--- src/rtl/jtag_pkg.sv ---
// Shared TAP definitions: state encoding, instruction codes and the
// helper that maps a latched instruction onto the data register it selects.
package jtag_pkg;

   localparam int          IR_WIDTH       = 4;
   localparam logic [31:0] IDCODE_DEFAULT = 32'h149511C3;

   localparam logic [IR_WIDTH-1:0] IR_EXTEST         = 4'b0000;
   localparam logic [IR_WIDTH-1:0] IR_SAMPLE_PRELOAD = 4'b0001;
   localparam logic [IR_WIDTH-1:0] IR_IDCODE         = 4'b0010;
   localparam logic [IR_WIDTH-1:0] IR_DEBUG          = 4'b1000;
   localparam logic [IR_WIDTH-1:0] IR_MBIST          = 4'b1001;
   localparam logic [IR_WIDTH-1:0] IR_BYPASS         = 4'b1111;
   localparam logic [IR_WIDTH-1:0] IR_CAPTURE        = 4'b0101;

   typedef enum logic [3:0] {
      TEST_LOGIC_RESET = 4'd0,
      RUN_TEST_IDLE    = 4'd1,
      SELECT_DR_SCAN   = 4'd2,
      CAPTURE_DR       = 4'd3,
      SHIFT_DR         = 4'd4,
      EXIT1_DR         = 4'd5,
      PAUSE_DR         = 4'd6,
      EXIT2_DR         = 4'd7,
      UPDATE_DR        = 4'd8,
      SELECT_IR_SCAN   = 4'd9,
      CAPTURE_IR       = 4'd10,
      SHIFT_IR         = 4'd11,
      EXIT1_IR         = 4'd12,
      PAUSE_IR         = 4'd13,
      EXIT2_IR         = 4'd14,
      UPDATE_IR        = 4'd15
   } tap_state_e;

   typedef enum logic [2:0] {
      SRC_BYPASS = 3'd0,
      SRC_IDCODE = 3'd1,
      SRC_BSCAN  = 3'd2,
      SRC_MBIST  = 3'd3,
      SRC_DEBUG  = 3'd4
   } dr_src_e;

   // Unrecognised instructions fall back to the bypass register.
   function automatic dr_src_e dr_source(input logic [IR_WIDTH-1:0] ir);
      dr_src_e src;
      case (ir)
         IR_EXTEST, IR_SAMPLE_PRELOAD: src = SRC_BSCAN;
         IR_IDCODE:                    src = SRC_IDCODE;
         IR_MBIST:                     src = SRC_MBIST;
         IR_DEBUG:                     src = SRC_DEBUG;
         default:                      src = SRC_BYPASS;
      endcase
      return src;
   endfunction

endpackage

--- src/rtl/jtag_tap_fsm.sv ---
// 16-state IEEE 1149.1 TAP state machine with Moore strobe decode.
module jtag_tap_fsm
   import jtag_pkg::*;
(
   input  logic       tck,
   input  logic       trst,
   input  logic       tms,
   output tap_state_e state,
   output tap_state_e next_state,
   output logic       shift_dr,
   output logic       pause_dr,
   output logic       update_dr,
   output logic       capture_dr,
   output logic       shift_ir,
   output logic       capture_ir,
   output logic       update_ir
);

   // State register; trst wins over tms.
   always_ff @(posedge tck) begin
      if (trst) begin
         state <= TEST_LOGIC_RESET;
      end else begin
         state <= next_state;
      end
   end

   // Next-state transitions on tms.
   always_comb begin
      next_state = TEST_LOGIC_RESET;
      case (state)
         TEST_LOGIC_RESET: next_state = tms ? TEST_LOGIC_RESET : RUN_TEST_IDLE;
         RUN_TEST_IDLE:    next_state = tms ? SELECT_DR_SCAN   : RUN_TEST_IDLE;
         SELECT_DR_SCAN:   next_state = tms ? SELECT_IR_SCAN   : CAPTURE_DR;
         CAPTURE_DR:       next_state = tms ? EXIT1_DR         : SHIFT_DR;
         SHIFT_DR:         next_state = tms ? EXIT1_DR         : SHIFT_DR;
         EXIT1_DR:         next_state = tms ? UPDATE_DR        : PAUSE_DR;
         PAUSE_DR:         next_state = tms ? EXIT2_DR         : PAUSE_DR;
         EXIT2_DR:         next_state = tms ? UPDATE_DR        : SHIFT_DR;
         UPDATE_DR:        next_state = tms ? SELECT_DR_SCAN   : RUN_TEST_IDLE;
         SELECT_IR_SCAN:   next_state = tms ? TEST_LOGIC_RESET : CAPTURE_IR;
         CAPTURE_IR:       next_state = tms ? EXIT1_IR         : SHIFT_IR;
         SHIFT_IR:         next_state = tms ? EXIT1_IR         : SHIFT_IR;
         EXIT1_IR:         next_state = tms ? UPDATE_IR        : PAUSE_IR;
         PAUSE_IR:         next_state = tms ? EXIT2_IR         : PAUSE_IR;
         EXIT2_IR:         next_state = tms ? UPDATE_IR        : SHIFT_IR;
         UPDATE_IR:        next_state = tms ? SELECT_DR_SCAN   : RUN_TEST_IDLE;
         default:          next_state = TEST_LOGIC_RESET;
      endcase
   end

   // Moore strobe decode of the state register.
   always_comb begin
      shift_dr   = (state == SHIFT_DR);
      pause_dr   = (state == PAUSE_DR);
      update_dr  = (state == UPDATE_DR);
      capture_dr = (state == CAPTURE_DR);
      shift_ir   = (state == SHIFT_IR);
      capture_ir = (state == CAPTURE_IR);
      update_ir  = (state == UPDATE_IR);
   end

endmodule

--- src/rtl/jtag_tap_ctrl.sv ---
// TAP controller top: instruction register, IDCODE/BYPASS data registers,
// chain select decode and the registered TDO pad driver.
module jtag_tap_ctrl #(
   parameter int          IR_WIDTH     = 4,
   parameter logic [31:0] IDCODE_VALUE = 32'h149511C3
) (
   input  logic tck,
   input  logic trst,
   input  logic tms,
   input  logic tdi,
   output logic tdo_pad_o,
   output logic tdo_padoe_o,
   output logic shift_dr_o,
   output logic pause_dr_o,
   output logic update_dr_o,
   output logic capture_dr_o,
   output logic extest_select_o,
   output logic sample_preload_select_o,
   output logic mbist_select_o,
   output logic debug_select_o,
   output logic tdo_o,
   input  logic debug_tdi_i,
   input  logic bs_chain_tdi_i,
   input  logic mbist_tdi_i
);
   import jtag_pkg::*;

   tap_state_e          state_s;
   tap_state_e          next_state_s;
   logic                shift_ir_s;
   logic                capture_ir_s;
   logic                update_ir_s;
   logic [IR_WIDTH-1:0] ir_shift_r;
   logic [IR_WIDTH-1:0] ir_latched_r;
   logic [31:0]         idcode_r;
   logic                bypass_r;
   logic                tdo_mux_s;
   dr_src_e             dr_src_s;

   jtag_tap_fsm u_fsm (
      .tck        (tck),
      .trst       (trst),
      .tms        (tms),
      .state      (state_s),
      .next_state (next_state_s),
      .shift_dr   (shift_dr_o),
      .pause_dr   (pause_dr_o),
      .update_dr  (update_dr_o),
      .capture_dr (capture_dr_o),
      .shift_ir   (shift_ir_s),
      .capture_ir (capture_ir_s),
      .update_ir  (update_ir_s)
   );

   assign dr_src_s                = dr_source(ir_latched_r);
   assign extest_select_o         = (ir_latched_r == IR_EXTEST);
   assign sample_preload_select_o = (ir_latched_r == IR_SAMPLE_PRELOAD);
   assign mbist_select_o          = (ir_latched_r == IR_MBIST);
   assign debug_select_o          = (ir_latched_r == IR_DEBUG);
   assign tdo_o                   = tdi;

   // IR shift/latch; IDCODE is forced on the same edge that enters reset.
   always_ff @(posedge tck) begin
      if (trst) begin
         ir_shift_r   <= '0;
         ir_latched_r <= IR_IDCODE;
      end else begin
         if (capture_ir_s) begin
            ir_shift_r <= IR_CAPTURE;
         end else if (shift_ir_s) begin
            ir_shift_r <= {tdi, ir_shift_r[IR_WIDTH-1:1]};
         end else begin
            ir_shift_r <= ir_shift_r;
         end
         if (next_state_s == TEST_LOGIC_RESET) begin
            ir_latched_r <= IR_IDCODE;
         end else if (update_ir_s) begin
            ir_latched_r <= ir_shift_r;
         end else begin
            ir_latched_r <= ir_latched_r;
         end
      end
   end

   // IDCODE and bypass data registers.
   always_ff @(posedge tck) begin
      if (trst) begin
         idcode_r <= 32'h0000_0000;
         bypass_r <= 1'b0;
      end else begin
         if (capture_dr_o && (dr_src_s == SRC_IDCODE)) begin
            idcode_r <= IDCODE_VALUE;
         end else if (shift_dr_o && (dr_src_s == SRC_IDCODE)) begin
            idcode_r <= {tdi, idcode_r[31:1]};
         end else begin
            idcode_r <= idcode_r;
         end
         if (capture_dr_o && (dr_src_s == SRC_BYPASS)) begin
            bypass_r <= 1'b0;
         end else if (shift_dr_o && (dr_src_s == SRC_BYPASS)) begin
            bypass_r <= tdi;
         end else begin
            bypass_r <= bypass_r;
         end
      end
   end

   // Serial-out selection; outside shift states the pad keeps its last bit.
   always_comb begin
      tdo_mux_s = tdo_pad_o;
      if (shift_ir_s) begin
         tdo_mux_s = ir_shift_r[0];
      end else if (shift_dr_o) begin
         case (dr_src_s)
            SRC_IDCODE: tdo_mux_s = idcode_r[0];
            SRC_BSCAN:  tdo_mux_s = bs_chain_tdi_i;
            SRC_MBIST:  tdo_mux_s = mbist_tdi_i;
            SRC_DEBUG:  tdo_mux_s = debug_tdi_i;
            default:    tdo_mux_s = bypass_r;
         endcase
      end else begin
         tdo_mux_s = tdo_pad_o;
      end
   end

   // Registered pad driver.
   always_ff @(posedge tck) begin
      if (trst) begin
         tdo_pad_o   <= 1'b0;
         tdo_padoe_o <= 1'b0;
      end else begin
         tdo_pad_o   <= tdo_mux_s;
         tdo_padoe_o <= shift_ir_s | shift_dr_o;
      end
   end

endmodule

--- config.mk ---
export PLATFORM = sky130hd
export DESIGN_NAME = jtag_tap_ctrl
export DESIGN_NICKNAME = d
export VERILOG_FILES = /design/src/rtl/jtag_pkg.sv /design/src/rtl/jtag_tap_fsm.sv /design/src/rtl/jtag_tap_ctrl.sv
export SDC_FILE = /design/constraint.sdc
export NUM_CORES = 1
export LEC_CHECK = 0
export ABC_AREA = 1
export BUFFER_PORTS_ARGS = -buffer_cell sky130_fd_sc_hd__buf_2
export CAP_MARGIN = 20
export CORE_MARGIN = 4
export CORE_UTILIZATION = 45
export CTS_CLUSTER_DIAMETER = 100
export DETAILED_ROUTE_END_ITERATION = 6
export HOLD_SLACK_MARGIN = 0.12
export PLACE_DENSITY = 0.66
export SKIP_LAST_GASP = 1
export SLEW_MARGIN = 20
export SYNTH_ARGS = -nofsm -noshare
export SYNTH_HDL_FRONTEND = slang
export SYNTH_SLANG_ARGS = --single-unit
--- constraint.sdc ---
create_clock -name tck -period 1.4 [get_ports tck]
set_clock_uncertainty 0.1 [all_clocks]
set_input_delay 0.28 -clock tck [delete_from_list [all_inputs] [get_ports tck]]
set_output_delay 0.28 -clock tck [all_outputs]
set_load 0.05 [all_outputs]
==> results of run 1 <==
==> cell families (layout without fill, tap and decap cells) <==
group / after synthesis / count (layout)
simple gates: 118 / 118
flops: 47 / 47
mux: 1 / 1
buf+inv: 54 / 130
compound gates: 56 / 56
==> state kept, by name, summed over array words and instances, names as in the netlist <==
signal and cells:
bypass_r 1, idcode_r 32, ir_latched_r 4, ir_shift_r 4
tdo_pad_o 1, tdo_padoe_o 1, u_fsm.state 4
==> worst max-delay path, delay by kind of cell (launching register included) <==
family                 cells  cell delay, ps
buffers and inverters      3             280
DFF                        1             350
and+or+nand+nor            3             360
==> layout by cell type (no fill, tap or decap), drive strengths merged <==
cell      instances
o21ai            12
mux2i             1
nor2             50
a21oi            18
a211oi           16
dfxtp            47
o211ai            1
nand4             2
buf              76
nand3            19
a221oi            9
clkbuf            9
nand2            47
inv              41
bufinv            1
clkinvlp          3
==> per-layer routing <==
metal	global-route usage [%]	up-vias
li1	-	1053
met1	25.2	1073
met2	37.4	68
met3	4.14	14
met4	7.91	0
met5	0	-
==> path summary, 6_finish.rpt <==
kind                                                 to            start  slack (ps)  depth (start not counted)
worst max-delay path            sample_preload_select_o  ir_latched_r[2]        -280                          6
worst min-delay path                       idcode_r[31]              tdi         190                          3
worst max register to register             idcode_r[20]   u_fsm.state[2]        -200                          9
worst min register to register              idcode_r[4]      idcode_r[5]         380                          2
==> per-stage QoR <==
step / hold slack [ps] / util, %
6_report: 188 / 78.9
3_5_place_dp: 345 / 56.6
2_1_floorplan: 259 / -
3_3_place_gp: 340 / 56.6
4_1_cts: 155 / 69.2
5_1_grt: 188 / 78.9
==> power breakdown <==
part / switching [mW] / internal, mW
Clock: 0.481 / 0.588
Sequential: 0.0214 / 1.36
Combinational: 0.232 / 0.169
==> area by class of cell <==
class / count / area (µm²) / area share, %
clock inverters: 2 / 38.8 / 1.13
well taps: 52 / 65.1 / 1.89
repair buffers: 79 / 808 / 23.5
inverters: 43 / 188 / 5.46
flip-flops and latches: 47 / 957 / 27.9
clock buffers: 6 / 82.6 / 2.40
multi-input cells: 175 / 1300 / 37.7
==> timing repair <==
| action | in CTS | in global routing |
|---|---|---|
| pin swaps | 20 | 30 |
| endpoints found under the setup margin | 48 | 55 |
| gates resized for setup | 83 | 97 |
| cloned | 1 | 3 |
| setup buffers | 16 | 6 |
| hold buffers | 0 | 0 |
==> impl_metrics.py, run 1 <==
metrics = {
    "placement": {
        "port-buffer-count": 17,
        "placed_cell_area_um2": 2460,
        "dpl.hpwl_um": 3180,
        "gp_congestion": 0.916,
        "pre_cts_ws_ps": -274,
        "dp_cells": 372,
    },
    "job": {
        "drv_cap": 0,
    },
    "clocking": {
        "clkTransAtPathRegs_ps": 90,
        "cts_buffers": 5,
        "clock_sinks": 47,
        "cts_buffer_depth": 2,
        "ctsHtreeMaxLevel": 2,
        "root_buffer": "clkbuf_8",
        "clk_latency_ps": 300,
        "cts_tree": "yes",
    },
    "synth": {
        "synth-simple-area-share_pct": 24.1,
        "synthMuxAreaShare_pct": 0.497,
        "synth_xor_area_share_pct": 0,
        "synth-compound-area-share_pct": 17.7,
        "yosys.area.top_type": "dfxtp_1",
        "syn_area_per_cell_um2": 7.29,
        "yosysMostFrequentCell": "nor2_1",
        "synth_top_cells_by_area": "dfxtp_1 47%, nor2_1 8.9%, nand2_1 8.6%",
        "synth_edf_count": 0,
        "ys_warn_count": 0,
        "synth.net_count": 283,
        "syn_inst": 276,
        "yosys-top-cells-count": "48 x nor2_1, 47 x dfxtp_1, 46 x nand2_1",
        "synth_top_family_by_area": "simple AND/OR/NAND/NOR gates",
        "syn-cell-area_um2": 2010,
        "async_flop_share_pct": 0,
        "ys_seq_area_share_pct": 46.7,
        "ys.flop_type": "dfxtp_1",
        "yosys.area.top_type_share_pct": 46.7,
        "synthAdderAreaFrac_pct": 0,
        "netlist-cell-type-count": 20,
        "synth_seq_cells": 47,
    },
    "finish": {
        "fin_cells": 404,
        "diodes": 0,
        "fin_nets": 358,
        "fillerInstances": 237,
        "final_layout_size_suffix_gt1_share_pct": 57.4,
        "final_cell_area_um2": 3440,
        "syn2layout_area_growth_pct": 70.7,
    },
    "routing": {
        "first_pass_iters": 4,
        "routed.top_layer": "met4",
        "wl_per_cell_um": 16.7,
        "vias": 2208,
        "route.met2.wl_um": 3630,
        "remaining_drc_errors": 0,
        "vias_per_cell": 5.47,
        "drtIter0Drc": 114,
        "wl_met3_um": 283,
        "m1WireLength_um": 2730,
        "antenna_left": 0,
        "routed_wl_um": 6750,
    },
    "global_routing": {
        "grt_usage_pct": 21.1,
        "grt_pass1_vias": 2020,
        "overflow": 0,
        "antenna_found_initial": 0,
        "grt_max_degree": 21,
        "grt_pass1_wl_um": 9090,
    },
    "sta": {
        "rsz0062_at_grt": "yes",
        "worst_slack_ps": -276,
        "fin_crit_sh_pct": 120,
        "finalHoldViolations": 0,
        "setup_viol": 53,
        "timing.final.crit_period_ps": 1680,
        "relSlewSlack_pct": 72.3,
        "setup_tns_ps": -8420,
        "finalMaxSlewViolations": 0,
        "worst_pin_slew_ps": 415,
        "fmax_ghz": 0.597,
    },
    "pwr": {
        "p_per_area_nw_per_um2": 831,
        "vdd_ir_drop_max_uv": 597,
        "power.leakage_nw": 1.38,
        "report.power.total_mw": 2.86,
    },
    "floorplan": {
        "die_area_um2": 5610,
        "core_area_um2": 4350,
        "num_rows": 24,
        "initial_utilization_pct": 46.2,
        "io_pins": 18,
        "die_w_um": 74.9,
        "die_h_um": 74.9,
    },
    "setup_path": {
        "crit_type": "flip-flop to primary output",
        "worst_setup_path_end_kind": "primary output",
        "max_stage_delay_ps": 350,
        "cp.required_ps": 1020,
        "startpoint_type": "flip-flop",
        "slowest_stage": "dfxtp_2",
        "cp.arrival_ps": 1300,
        "worstPathCellList": "nor2_4, inv_2, nor2_4, inv_2, nor2_2, buf_6",
        "crit_fanout": 2,
    },
    "outcome": {
        "violations": "negative setup slack",
        "outcome": "complete, but fails checks",
    },
    "worst_hold_path": {
        "hp-class": "primary input to flip-flop",
    },
}
Power figures use the tool's default switching activity.
==> inputs of run 2 (changes only) <==
--- a/config.mk
+++ b/config.mk
@@ -13,4 +13,5 @@
 export CTS_CLUSTER_DIAMETER = 100
 export DETAILED_ROUTE_END_ITERATION = 6
+export GPL_ROUTABILITY_DRIVEN = 0
 export HOLD_SLACK_MARGIN = 0.12
 export PLACE_DENSITY = 0.66
==> constraint.sdc (replaced) <==
create_clock -name tck -period 1.4 [get_ports tck]
set_clock_uncertainty 0.1 [all_clocks]
set_input_delay 0.07 -clock tck [delete_from_list [all_inputs] [get_ports tck]]
set_output_delay 0.07 -clock tck [all_outputs]
set_load 0.05 [all_outputs]
==> run 2 against run 1 <==
The flow still finishes with violations (negative setup slack). Design area shrank 5.1%. Final cell count shrank 2.5%. Power shrank 9.8%. Worst hold slack lost 33 ps. Clock-buffer cell count shrank 1. Register-to-register slack is essentially flat. Largest cell class unchanged. Highest routed layer unchanged.
==> impl_metrics.py, run 2 (synthesized netlist as in run 1, its figures left out) <==
metrics = {
    "routing": {
        "routed_wl_um": 6090,
        "wl_per_cell_um": 15.5,
        "antenna_left": 0,
        "vias": 2089,
        "drtIter0Drc": 138,
        "remaining_drc_errors": 0,
        "vias_per_cell": 5.30,
        "first_pass_iters": 4,
    },
    "global_routing": {
        "grt_pass1_wl_um": 8640,
        "overflow": 0,
        "grt_max_degree": 21,
        "grt_usage_pct": 20.1,
        "grt_pass1_vias": 1909,
        "antenna_found_initial": 0,
    },
    "finish": {
        "multi_input_area_um2": 1260,
        "most-common-layout-cells": "42 x dfxtp_1, 31 x nand2_1, 29 x inv_1",
        "final_cell_area_um2": 3260,
        "fin_nets": 349,
        "final_layout_size_suffix_gt1_share_pct": 51.8,
        "largest_reg_flops": 32,
        "fillerInstances": 272,
        "diodes": 0,
        "fin_cells": 394,
        "syn2layout_area_growth_pct": 62.0,
        "top_register": "idcode_r",
        "layout.cells.most_common": "dfxtp_1",
        "fin_util_pct": 74.9,
        "seq_area_um2": 957,
    },
    "worst_hold_path": {
        "hp-class": "primary input to flip-flop",
        "hold_depth": 5,
        "min_to": "u_fsm.state[0]",
        "worstHoldStart": "tms",
    },
    "sta": {
        "holdWs_ps": 155,
        "finalHoldViolations": 0,
        "timing.final.crit_period_ps": 1600,
        "worst_pin_slew_ps": 404,
        "relSlewSlack_pct": 73.0,
        "setup_tns_ps": -5130,
        "worst_slack_ps": -195,
        "setup_viol": 49,
        "fmax_ghz": 0.627,
        "fin_crit_sh_pct": 114,
        "finalMaxSlewViolations": 0,
        "rsz0062_at_grt": "yes",
    },
    "floorplan": {
        "io_pins": 18,
        "die_area_um2": 5610,
        "num_rows": 24,
        "die_w_um": 74.9,
        "die_h_um": 74.9,
        "initial_utilization_pct": 46.2,
        "core_area_um2": 4350,
    },
    "setup_path": {
        "r2r_slack_ps": -200,
        "startpoint_type": "flip-flop",
        "reg2reg_depth": 10,
        "cp.arrival_ps": 1680,
        "crit_fanout": 7,
        "crit_type": "flip-flop to flip-flop",
        "r2r-end": "idcode_r[16]",
        "slowest_stage": "dfxtp_4",
        "max_stage_delay_ps": 410,
        "worst_setup_path_end_kind": "flip-flop",
        "r2r-start": "u_fsm.state[2]",
        "worstPathCellList": "inv_4, nor2_4, nand2_2, buf_6, nor2_4, buf_8, inv_8, buf_8, o21ai_2, a21oi_1",
        "cp.required_ps": 1480,
        "cp_num_buf_inv": 5,
        "crit_family": "buffers and inverters",
    },
    "placement": {
        "dp_cells": 369,
        "port-buffer-count": 17,
        "dpl.hpwl_um": 3130,
        "placed_cell_area_um2": 2420,
    },
    "clocking": {
        "cts_tree": "yes",
        "clkTransAtPathRegs_ps": 80,
        "ctsHtreeMaxLevel": 2,
        "cts_buffer_depth": 2,
        "clk_latency_ps": 310,
        "cts_buffers": 5,
        "clock_sinks": 47,
        "root_buffer": "clkbuf_8",
    },
    "job": {
        "drv_cap": 0,
    },
    "pwr": {
        "p_per_area_nw_per_um2": 790,
        "power.leakage_nw": 1.30,
        "vdd_ir_drop_max_uv": 572,
    },
    "outcome": {
        "outcome": "complete, but fails checks",
        "violations": "negative setup slack",
    },
}
[run 2: how the worst max path moves through the flow]
stage / startpoint / endpoint / slack, ps / depth (start not counted)
after floorplan: ir_latched_r[2] / extest_select_o / -60 / 5
after global placement: u_fsm.state[3] / idcode_r[6] / -270 / 5
after detailed placement: u_fsm.state[3] / idcode_r[23] / -300 / 5
after CTS: u_fsm.state[2] / ir_latched_r[3] / -160 / 11
after global routing: u_fsm.state[2] / ir_latched_r[3] / -240 / 10
final: u_fsm.state[2] / idcode_r[16] / -200 / 10
[run 2: layout make-up]
class	count	area share (%)
Sequential cell	47	29.3
Clock inverter	2	0.422
Timing Repair Buffer	69	21.6
Inverter	43	5.87
Tap cell	52	1.99
Multi-Input combinational cell	176	38.7
Clock buffer	5	2.11
[run 2: timing repair]
item                       CTS  global route
hold endpoints to repair    20             0
setup buffers                6             2
hold buffers                 6             0
pin swaps                   16            23
cloned                       3             2
resized for setup           90            90
setup endpoints to repair   51            52
[run 2: worst reg2reg max path: stages (launching register included)]
cell	delay, ps
dfxtp_4	410
inv_4	50
nor2_4	100
nand2_2	70
buf_6	120
nor2_4	110
buf_8	160
inv_8	50
buf_8	140
o21ai_2	120
a21oi_1	50
[run 2: stage by stage]
| step | setup slack, ps | power, mW |
|---|---|---|
| floorplan | -64.4 | 1.56 |
| global placement | -266 | 1.67 |
| detailed placement | -303 | 1.67 |
| CTS | -158 | 2.51 |
| global route | -243 | 2.69 |
| finish | -195 | 2.58 |
[run 2: where the power goes]
part	internal, mW	switching (mW)
combinational	0.170	0.222
clock	0.342	0.455
sequential	1.36	0.0221
total	1.88	0.699
[run 2: layer usage]
metal  wire, µm  global-route usage (%)
met3        277                    5.21
met5          0                       0
met2       3150                    33.3
met1       2550                    25.4
met4        118                    6.92
